File: src/rtl/chan_mux_pkg.sv
// Shared definitions for the chan_mux_seq channel selector: mode encoding,
// default dwell length and a portable ceil-log2 helper.
package chan_mux_pkg;

  localparam int DWELL_DEFAULT = 1024;

  typedef enum logic {
    MODE_MANUAL = 1'b0,
    MODE_AUTO   = 1'b1
  } mode_e;

  function automatic int clog2_f(input int value);
    int result;
    int rem;
    result = 0;
    rem    = value - 1;
    while (rem > 0) begin
      result = result + 1;
      rem    = rem >> 1;
    end
    return result;
  endfunction

endpackage

File: src/rtl/chan_mux_seq_if.sv
// Channel selector bus: control, packed channel inputs and registered outputs.
// Carries dout_par when CHMUX_PARITY_EN is defined.
interface chan_mux_seq_if
  import chan_mux_pkg::*;
#(
  parameter int WIDTH = 64,
  parameter int CH    = 8
);

  localparam int SEL_W = clog2_f(CH);

  logic                  auto_en;
  logic                  hold;
  logic [SEL_W-1:0]      sel;
  logic [CH*WIDTH-1:0]   din;
  logic [WIDTH-1:0]      dout;
  logic [SEL_W-1:0]      cur_ch;
  logic                  ch_chg;
`ifdef CHMUX_PARITY_EN
  logic                  dout_par;

  modport master (output auto_en, hold, sel, din,
                  input  dout, cur_ch, ch_chg, dout_par);
  modport slave  (input  auto_en, hold, sel, din,
                  output dout, cur_ch, ch_chg, dout_par);
`else
  modport master (output auto_en, hold, sel, din,
                  input  dout, cur_ch, ch_chg);
  modport slave  (input  auto_en, hold, sel, din,
                  output dout, cur_ch, ch_chg);
`endif

endinterface

File: src/rtl/chan_mux_seq_scan_timer.sv
// Dwell counter for auto-scan: counts 0..DWELL-1 while run is high and
// raises tick combinationally on the last count so the wrap lands on that edge.
module scan_timer
  import chan_mux_pkg::*;
#(
  parameter int DWELL = DWELL_DEFAULT
) (
  input  logic clk,
  input  logic rst,
  input  logic run,
  input  logic clr,
  output logic tick
);

  localparam int            CW   = clog2_f(DWELL + 1);
  localparam logic [CW-1:0] LAST = CW'(DWELL - 1);

  logic [CW-1:0] cnt_q;

  assign tick = run && (cnt_q == LAST);

  always_ff @(posedge clk) begin
    if (rst || clr) begin
      cnt_q <= '0;
    end else if (run) begin
      cnt_q <= tick ? '0 : cnt_q + CW'(1);
    end
  end

endmodule

File: src/rtl/chan_mux_seq.sv
// Registered CH-way, WIDTH-bit channel selector with manual and auto-scan modes,
// hold and a channel-change strobe. Optional dout_par via CHMUX_PARITY_EN.
module chan_mux_seq
  import chan_mux_pkg::*;
#(
  parameter int WIDTH = 64,
  parameter int CH    = 8,
  parameter int DWELL = DWELL_DEFAULT
) (
  input logic           clk,
  input logic           rst,
  chan_mux_seq_if.slave bus
);

  localparam int               SEL_W   = clog2_f(CH);
  localparam logic [SEL_W:0]   CH_LIM  = (SEL_W + 1)'(CH);
  localparam logic [SEL_W-1:0] LAST_CH = SEL_W'(CH - 1);

  mode_e            mode;
  logic             run;
  logic             clr;
  logic             tick;
  logic [WIDTH-1:0] lane [CH];
  logic [SEL_W-1:0] cur_ch_next;
  logic [WIDTH-1:0] dout_next;
  logic [SEL_W-1:0] cur_ch_q;
  logic [WIDTH-1:0] dout_q;
  logic             ch_chg_q;

  for (genvar k = 0; k < CH; k++) begin : g_lane
    assign lane[k] = bus.din[k*WIDTH +: WIDTH];
  end

  assign mode = bus.auto_en ? MODE_AUTO : MODE_MANUAL;
  assign run  = (mode == MODE_AUTO)   && !bus.hold;
  assign clr  = (mode == MODE_MANUAL) && !bus.hold;

  scan_timer #(.DWELL(DWELL)) u_timer (
    .clk  (clk),
    .rst  (rst),
    .run  (run),
    .clr  (clr),
    .tick (tick)
  );

  // An out-of-range manual select keeps the previous channel.
  always_comb begin
    // NOTE: default first so every path assigns cur_ch_next and no latch is inferred.
    cur_ch_next = cur_ch_q;
    if (!bus.hold) begin
      if (mode == MODE_AUTO) begin
        if (tick) begin
          cur_ch_next = (cur_ch_q == LAST_CH) ? '0 : cur_ch_q + SEL_W'(1);
        end
      end else if ({1'b0, bus.sel} < CH_LIM) begin
        cur_ch_next = bus.sel;
      end
    end
  end

  assign dout_next = lane[cur_ch_next];

  always_ff @(posedge clk) begin
    // NOTE: non-blocking so every register samples pre-edge values of the others.
    if (rst) begin
      cur_ch_q <= '0;
      dout_q   <= '0;
      ch_chg_q <= 1'b0;
    end else if (!bus.hold) begin
      cur_ch_q <= cur_ch_next;
      dout_q   <= dout_next;
      ch_chg_q <= (cur_ch_next != cur_ch_q);
    end else begin
      ch_chg_q <= 1'b0;
    end
  end

  assign bus.dout   = dout_q;
  assign bus.cur_ch = cur_ch_q;
  assign bus.ch_chg = ch_chg_q;

`ifdef CHMUX_PARITY_EN
  logic par_q;

  always_ff @(posedge clk) begin
    if (rst) begin
      par_q <= 1'b0;
    end else if (!bus.hold) begin
      par_q <= ^dout_next;
    end
  end

  assign bus.dout_par = par_q;
`endif

endmodule

File: src/flat_wrapper.sv
// flat-port wrapper written by rule: the top's interface ports become plain ports
module chan_mux_seq_flat import chan_mux_pkg::*;
#(
  parameter int WIDTH = 64,
  parameter int CH    = 8,
  parameter int DWELL = DWELL_DEFAULT
)
  (clk, rst, bus_auto_en, bus_hold, bus_sel, bus_din, bus_dout, bus_cur_ch, bus_ch_chg);
  chan_mux_seq_if #(.WIDTH(WIDTH), .CH(CH)) bus_i ();
  input logic clk;
  input logic rst;
  input wire logic [$bits(bus_i.auto_en)-1:0] bus_auto_en;
  input wire logic [$bits(bus_i.hold)-1:0] bus_hold;
  input wire logic [$bits(bus_i.sel)-1:0] bus_sel;
  input wire logic [$bits(bus_i.din)-1:0] bus_din;
  output wire logic [$bits(bus_i.dout)-1:0] bus_dout;
  output wire logic [$bits(bus_i.cur_ch)-1:0] bus_cur_ch;
  output wire logic [$bits(bus_i.ch_chg)-1:0] bus_ch_chg;
  assign bus_i.auto_en = bus_auto_en;
  assign bus_i.hold = bus_hold;
  assign bus_i.sel = bus_sel;
  assign bus_i.din = bus_din;
  assign bus_dout = bus_i.dout;
  assign bus_cur_ch = bus_i.cur_ch;
  assign bus_ch_chg = bus_i.ch_chg;
  chan_mux_seq #(.WIDTH(WIDTH), .CH(CH), .DWELL(DWELL)) u_core (.clk(clk), .rst(rst), .bus(bus_i));
endmodule
File: config.mk
export PLATFORM = sky130hd
export DESIGN_NAME = chan_mux_seq_flat
export DESIGN_NICKNAME = d
export VERILOG_FILES = /design/src/rtl/chan_mux_pkg.sv /design/src/rtl/chan_mux_seq_if.sv /design/src/rtl/chan_mux_seq_scan_timer.sv /design/src/rtl/chan_mux_seq.sv /design/src/flat_wrapper.sv
export SDC_FILE = /design/constraint.sdc
export NUM_CORES = 1
export LEC_CHECK = 0
export CORE_AREA = 2 2 228 230
export CTS_BUF_LIST = sky130_fd_sc_hd__clkbuf_4
export CTS_CLUSTER_SIZE = 8
export DETAILED_ROUTE_END_ITERATION = 8
export DIE_AREA = 0 0 230 232
export PLACE_DENSITY = 0.52
export REMOVE_ABC_BUFFERS = 1
export SLEW_MARGIN = 20
export SYNTH_ARGS = -nofsm -noshare
export SYNTH_HDL_FRONTEND = slang
export SYNTH_HIERARCHICAL = 1
export SYNTH_SLANG_ARGS = --single-unit
File: constraint.sdc
create_clock -name clk -period 4.8 [get_ports clk]
set_input_delay 0.96 -clock clk [delete_from_list [all_inputs] [get_ports clk]]
set_output_delay 0.96 -clock clk [all_outputs]
set_load 0.01 [all_outputs]
==> reports/qor.yml, run 1 <==
crit_slowest_cell: "a2111oi_0"
drcViolationCount: 0
path_class: "input pin to flop"
grt_usage_pct: 18.1
die_h_microns: 232
maxCapViolations: 0
powerDensity_nw_per_um2: 172
synth-main-ff-cell: "dfxtp_1"
worstSkewPairLatency_ns: 0.57
r2r.worst_path.cells: 11
outcome: "completed"
synth_edf_count: 0
max_freq_mhz: 257
grt_pass1_wl_microns: 73900
cts_buffers: 9
synth_top_area_share_pct: 20.0
cp_data_arrival_time_ns: 4.34
fin_crit_ns: 3.89
end_kind: "flop"
utilization_pct: 28.8
die_x_microns: 230
nNetsFinal: 2152
area_delta_synth_final_pct: 85.5
rsz0062_at_grt: "false"
holdPathStages: 2
globalplace.congestion: 0.902
first_pass_iters: 5
viasPerCell: 4.96
maxSlewViolCount: 0
grt.overflow.total: 0
final_cell_area_sq_um: 14700
cp_slowest_stage_delay_ns: 0.87
p_total_uw: 2520
setup_slack_ns: 0.906
dp_slack_ns: 0.374
wire_per_inst_microns: 21.8
first_global_vias: 11900
ir_drop_v: 0.0000918
slew-limit-headroom_pct: 27.3
post_cts_buffers: 0
cts_tree: "built"
ys_types: 51
drt-total-wl_microns: 50500
drive_gt1_share_pct: 6.12
cts_resized: 0
hold_viol_final: 0
hold_path_class: "flop to flop"
vias: 11500
required_ns: 5.25
dieArea_sq_um: 53400
cts-root-buf: "clkbuf_4"
cpLargestDelayFamily: "compound AO/OA/AOI/OAI gates"
ys_seq_area_share_pct: 20.0
htree_levels: 3
synth_area_leaders: "dfxtp_1 20%, nand2_1 12%, a2111oi_0 12%, and3_1 10%, a311o_1 8.0%"
initial_core_util_pct: 15.5
leakage_uw: 0.00540
cp_max_fo: 73
core_area_sq_um: 50900
ys_ff_latch: 79
dpl-instance-area_sq_um: 14500
syn_area_per_cell_sq_um: 6.97
cts.path.max_buffers: 2
drtAntennaViolNets: 0
antenna_found_initial: 3
io_pins: 587
crit_buf_inv: 3
synthArstFlopShare_pct: 0
port_buffers: 586
core.rowCount: 83
crit_cells: 12
cp_cell_sequence: "clkdlybuf4s50_1 -> nor2b_1 -> nand4_1 -> nor4_4 -> buf_4 -> nand2_1 -> o22a_1 -> o22a_4 -> buf_12 -> a2111oi_0 -> a311o_1 -> a211oi_1"
cts_hold_buffers: 0
min_period_over_period_pct: 81.1
start_kind: "input pin"
syn-cell-area_sq_um: 7900
fin_skew_ns: 0.0214
yosys_warnings: 6
hpwl_microns: 36400
grt_max_degree: 129
place_inst: 2299
finalSetupViolations: 0
num-fill-cells: 5479
clkTransAtPathRegs_ns: 0.15
cts.sinks: 79
syn_inst: 1134
worstMarginPinSlew_ns: 1.09
drt_iter0_drc: 694
fin_cells: 2323
synth_top_cell_by_area: "dfxtp_1"
## layout by cell type (no fill, tap or decap), drive strengths merged, types with 10 or more instances in the layout
master         count
nand3             69
nor2              11
o21ai             72
dfxtp             79
a311o             63
a21oi             66
nand2            260
buf               44
and3             126
a2111oi          126
clkdlybuf4s50    584
clkbuf            10
a211oi            69
## worst reg2reg max path: stages, from the launching register on
cell and delay [ns]:
dfxtp_1 0.41, ha_1 0.28, nand4_1 0.19, nor4_4 0.25, buf_4 0.27, nand2_1 0.08
o22a_1 0.21, o22a_4 0.25, buf_12 0.18, a2111oi_0 0.98, a311o_1 0.22, a211oi_1 0.07
## per-layer routing
layer | global-route usage, % | vias up | share of wire, %
li1 | - | 5406 | -
met1 | 22.4 | 5526 | 43
met2 | 30.9 | 544 | 48
met3 | 4.95 | 55 | 7.6
met4 | 4.86 | 2 | 1.8
met5 | 0 | - | 0.026
## power breakdown
group	internal, uW	switching [uW]
Sequential	709	35.1
Clock	166	321
Combinational	706	587
Total	1580	942
## Yosys cell counts (3+ instances only)
master / n
nor3_1: 3
dfxtp_1: 79
a211oi_2: 7
a2111oi_0: 110
xor2_1: 3
a311o_1: 63
o21ai_0: 71
ha_1: 3
buf_4: 13
nor2_2: 4
clkbuf_1: 78
buf_6: 5
a2111oi_2: 13
a21oi_1: 66
a311oi_1: 3
nand3_1: 69
a2111oi_1: 3
nand2_1: 260
a211oi_1: 62
buf_1: 5
and3_1: 126
nor2_1: 7
clkbuf_2: 3
nor2b_1: 3
buf_2: 39
or3_1: 3
nand4_1: 5
## through the flow
stage          setup TNS (ns)  hold WS [ns]
2_1_floorplan         -478.25         0.468
3_3_place_gp                0         0.475
3_5_place_dp                0         0.479
4_1_cts                     0         0.499
5_1_grt                     0         0.515
6_report                    0         0.491
## layout make-up
type                            count  area [sq um]  share of cell area (%)
Clock inverter                      6          70.1                   0.478
Clock buffer                       10          75.1                   0.512
Tap cell                          680           851                    5.80
Inverter                            2          7.51                  0.0512
Antenna cell                        8          20.0                   0.137
Sequential cell                    79          1580                    10.8
Timing Repair Buffer              628          6350                    43.3
Multi-Input combinational cell    910          5710                    38.9
## cell families (layout without fill, tap and decap cells)
logic type / count (synthesis) / in the layout / share of synthesized area, %
xor+xnor: 3 / 3 / 0.332
mux: 1 / 1 / 0.142
flops: 79 / 79 / 20.0
compound gates: 413 / 413 / 40.6
simple gates: 490 / 490 / 29.8
fa+ha+maj: 3 / 3 / 0.475
buf+inv: 145 / 646 / 8.64
other cells: 0 / 8 / 0
## registers in the layout, summed over array words and instances, names as in the netlist
signal	cells
u_core/bus.ch_chg	1
u_core/bus.cur_ch	3
u_core/bus.dout	64
u_core/u_timer/cnt_q	11
## path summary, 6_finish.rpt
check,startpoint,endpoint,slack (ns)
worst max-delay path,bus_auto_en,u_core/bus.dout[26],0.91
worst min register to register,u_core/bus.dout[43],u_core/bus.dout[43],0.49
worst min-delay path,u_core/bus.dout[43],u_core/bus.dout[43],0.49
worst max register to register,u_core/u_timer/cnt_q[0],u_core/bus.dout[26],1.29
No activity file was read; power rests on OpenSTA's default activity.
==> run 2, diff against run 1 <==
==> constraint.sdc (replaced) <==
create_clock -name clk -period 4.1 [get_ports clk]
set_input_delay 0.82 -clock clk [delete_from_list [all_inputs] [get_ports clk]]
set_output_delay 0.82 -clock clk [all_outputs]
set_load 0.01 [all_outputs]
==> run 2 against run 1 <==
Effect of this change: final cell count up 2.0%; total power up 21%; sequential share of layout area down 0.38 points; clock skew grew 0.0090 ns; largest cell class unchanged; critical endpoint is now u_core/bus.dout[7].
==> reports/qor.yml, run 2 (synthesized netlist as in run 1, its figures left out) <==
seqCellArea_sq_um: 1580
grt_pass1_wl_microns: 73700
end_kind: "flop"
holdPathStages: 2
core.rowCount: 83
critPathCapture: "u_core/bus.dout[7]"
outcome: "completed"
powerDensity_nw_per_um2: 201
grt.overflow.total: 0
cp_slowest_stage_delay_ns: 0.93
vias: 11800
cp_cell_sequence: "clkdlybuf4s50_1 -> nor2b_1 -> nand4_1 -> nor4_4 -> nand4bb_1 -> a21o_4 -> buf_12 -> and3_1 -> a2111oi_0 -> a311o_1 -> a211oi_1"
nNetsFinal: 2205
htree_levels: 3
largest_reg_flops: 64
leakage_uw: 0.00572
r2r.worst_path.cells: 10
slew-limit-headroom_pct: 26.3
worstSkewPairLatency_ns: 0.58
cts_hold_buffers: 0
cts.path.max_buffers: 2
min_period_over_period_pct: 92.5
ir_drop_v: 0.0000980
first_pass_iters: 5
globalplace.congestion: 0.939
cts-root-buf: "clkbuf_4"
drtAntennaViolNets: 0
final_cell_area_sq_um: 15200
worstReg2RegStart: "u_core/u_timer/cnt_q[0]"
max_freq_mhz: 264
cp_max_fo: 63
hold_viol_final: 0
multi_input_area_sq_um: 5710
regToRegSetupSlack_ns: 0.52
p_total_uw: 3060
cts_tree: "built"
drive_gt1_share_pct: 9.06
maxSlewViolCount: 0
wire_per_inst_microns: 21.0
finalSetupViolations: 0
drt_iter0_drc: 730
worstMarginPinSlew_ns: 1.08
drt-total-wl_microns: 49600
first_global_vias: 12200
cts.sinks: 79
hold_path_class: "flop to flop"
crit_slowest_cell: "a2111oi_0"
layout_commonest_cell: "clkdlybuf4s50_1"
required_ns: 4.55
rsz0062_at_grt: "false"
hpwl_microns: 37700
fin_crit_ns: 3.79
fin_skew_ns: 0.0304
viasPerCell: 4.99
maxCapViolations: 0
final_cell_mix: "584 x clkdlybuf4s50_1, 259 x nand2_1, 126 x and3_1, 110 x a2111oi_0, 79 x dfxtp_1"
cts_buffers: 9
num-fill-cells: 5468
io_pins: 587
rr_endpoint: "u_core/bus.dout[7]"
initial_core_util_pct: 15.5
start_kind: "input pin"
drcViolationCount: 0
path_class: "input pin to flop"
cp_data_arrival_time_ns: 4.24
grt_max_degree: 114
dieArea_sq_um: 53400
antenna_found_initial: 3
crit_start: "bus_auto_en"
dpl-instance-area_sq_um: 15000
fin_setup_tns_ns: 0
area_delta_synth_final_pct: 92.3
grt_usage_pct: 17.8
die_h_microns: 232
clkTransAtPathRegs_ns: 0.17
post_cts_buffers: 0
core_area_sq_um: 50900
worst_hold_slack_ns: 0.499
port_buffers: 586
cts_resized: 0
die_x_microns: 230
==> run 2: worst min-delay path by stage <==
stage                                 start                      end
floorplan           u_core/u_timer/cnt_q[8]  u_core/u_timer/cnt_q[8]
global placement        u_core/bus.dout[48]      u_core/bus.dout[48]
detailed placement      u_core/bus.dout[43]      u_core/bus.dout[43]
CTS                     u_core/bus.dout[43]      u_core/bus.dout[43]
global route            u_core/bus.dout[48]      u_core/bus.dout[48]
finish                  u_core/bus.dout[43]      u_core/bus.dout[43]
==> run 2: worst max-delay path, delay by kind of cell <==
family | cells | cell delay, ns
AOI/OAI and AO/OA | 4 | 1.52
buffers and inverters | 2 | 0.69
and+or+nand+nor | 5 | 1.11
==> run 2: report_power, final <==
group          switching (uW)  internal, uW
Combinational             695           892
Sequential               40.6           830
Clock                     400           198
==> run 2: cell type report <==
type	count	area share, %
Clock buffer	9	0.445
Timing Repair Buffer	681	45.3
Inverter	2	0.0494
Antenna cell	1	0.0165
Tap cell	680	5.60
Clock inverter	7	0.601
Sequential cell	79	10.4
Multi-Input combinational cell	910	37.6
==> run 2: stage by stage <==
stage               worst slack (ns)  util [%]  cells
floorplan                      -8.05         -    991
global placement              -0.145      29.5   2352
detailed placement            -0.185      29.5   2352
finish                         0.307      29.9   2369
global route                   0.379      29.9   2369
CTS                            0.503      29.9   2368
==> run 2: per-layer routing <==
| layer | vias to the layer above | part of all wire, % | GRT usage [%] |
|---|---|---|---|
| met5 | - | 0.020 | 0 |
| met4 | 2 | 3.4 | 7.52 |
| met3 | 82 | 7.5 | 4.02 |
| met2 | 612 | 48 | 30.1 |
| met1 | 5632 | 41 | 21.5 |
| li1 | 5499 | - | - |
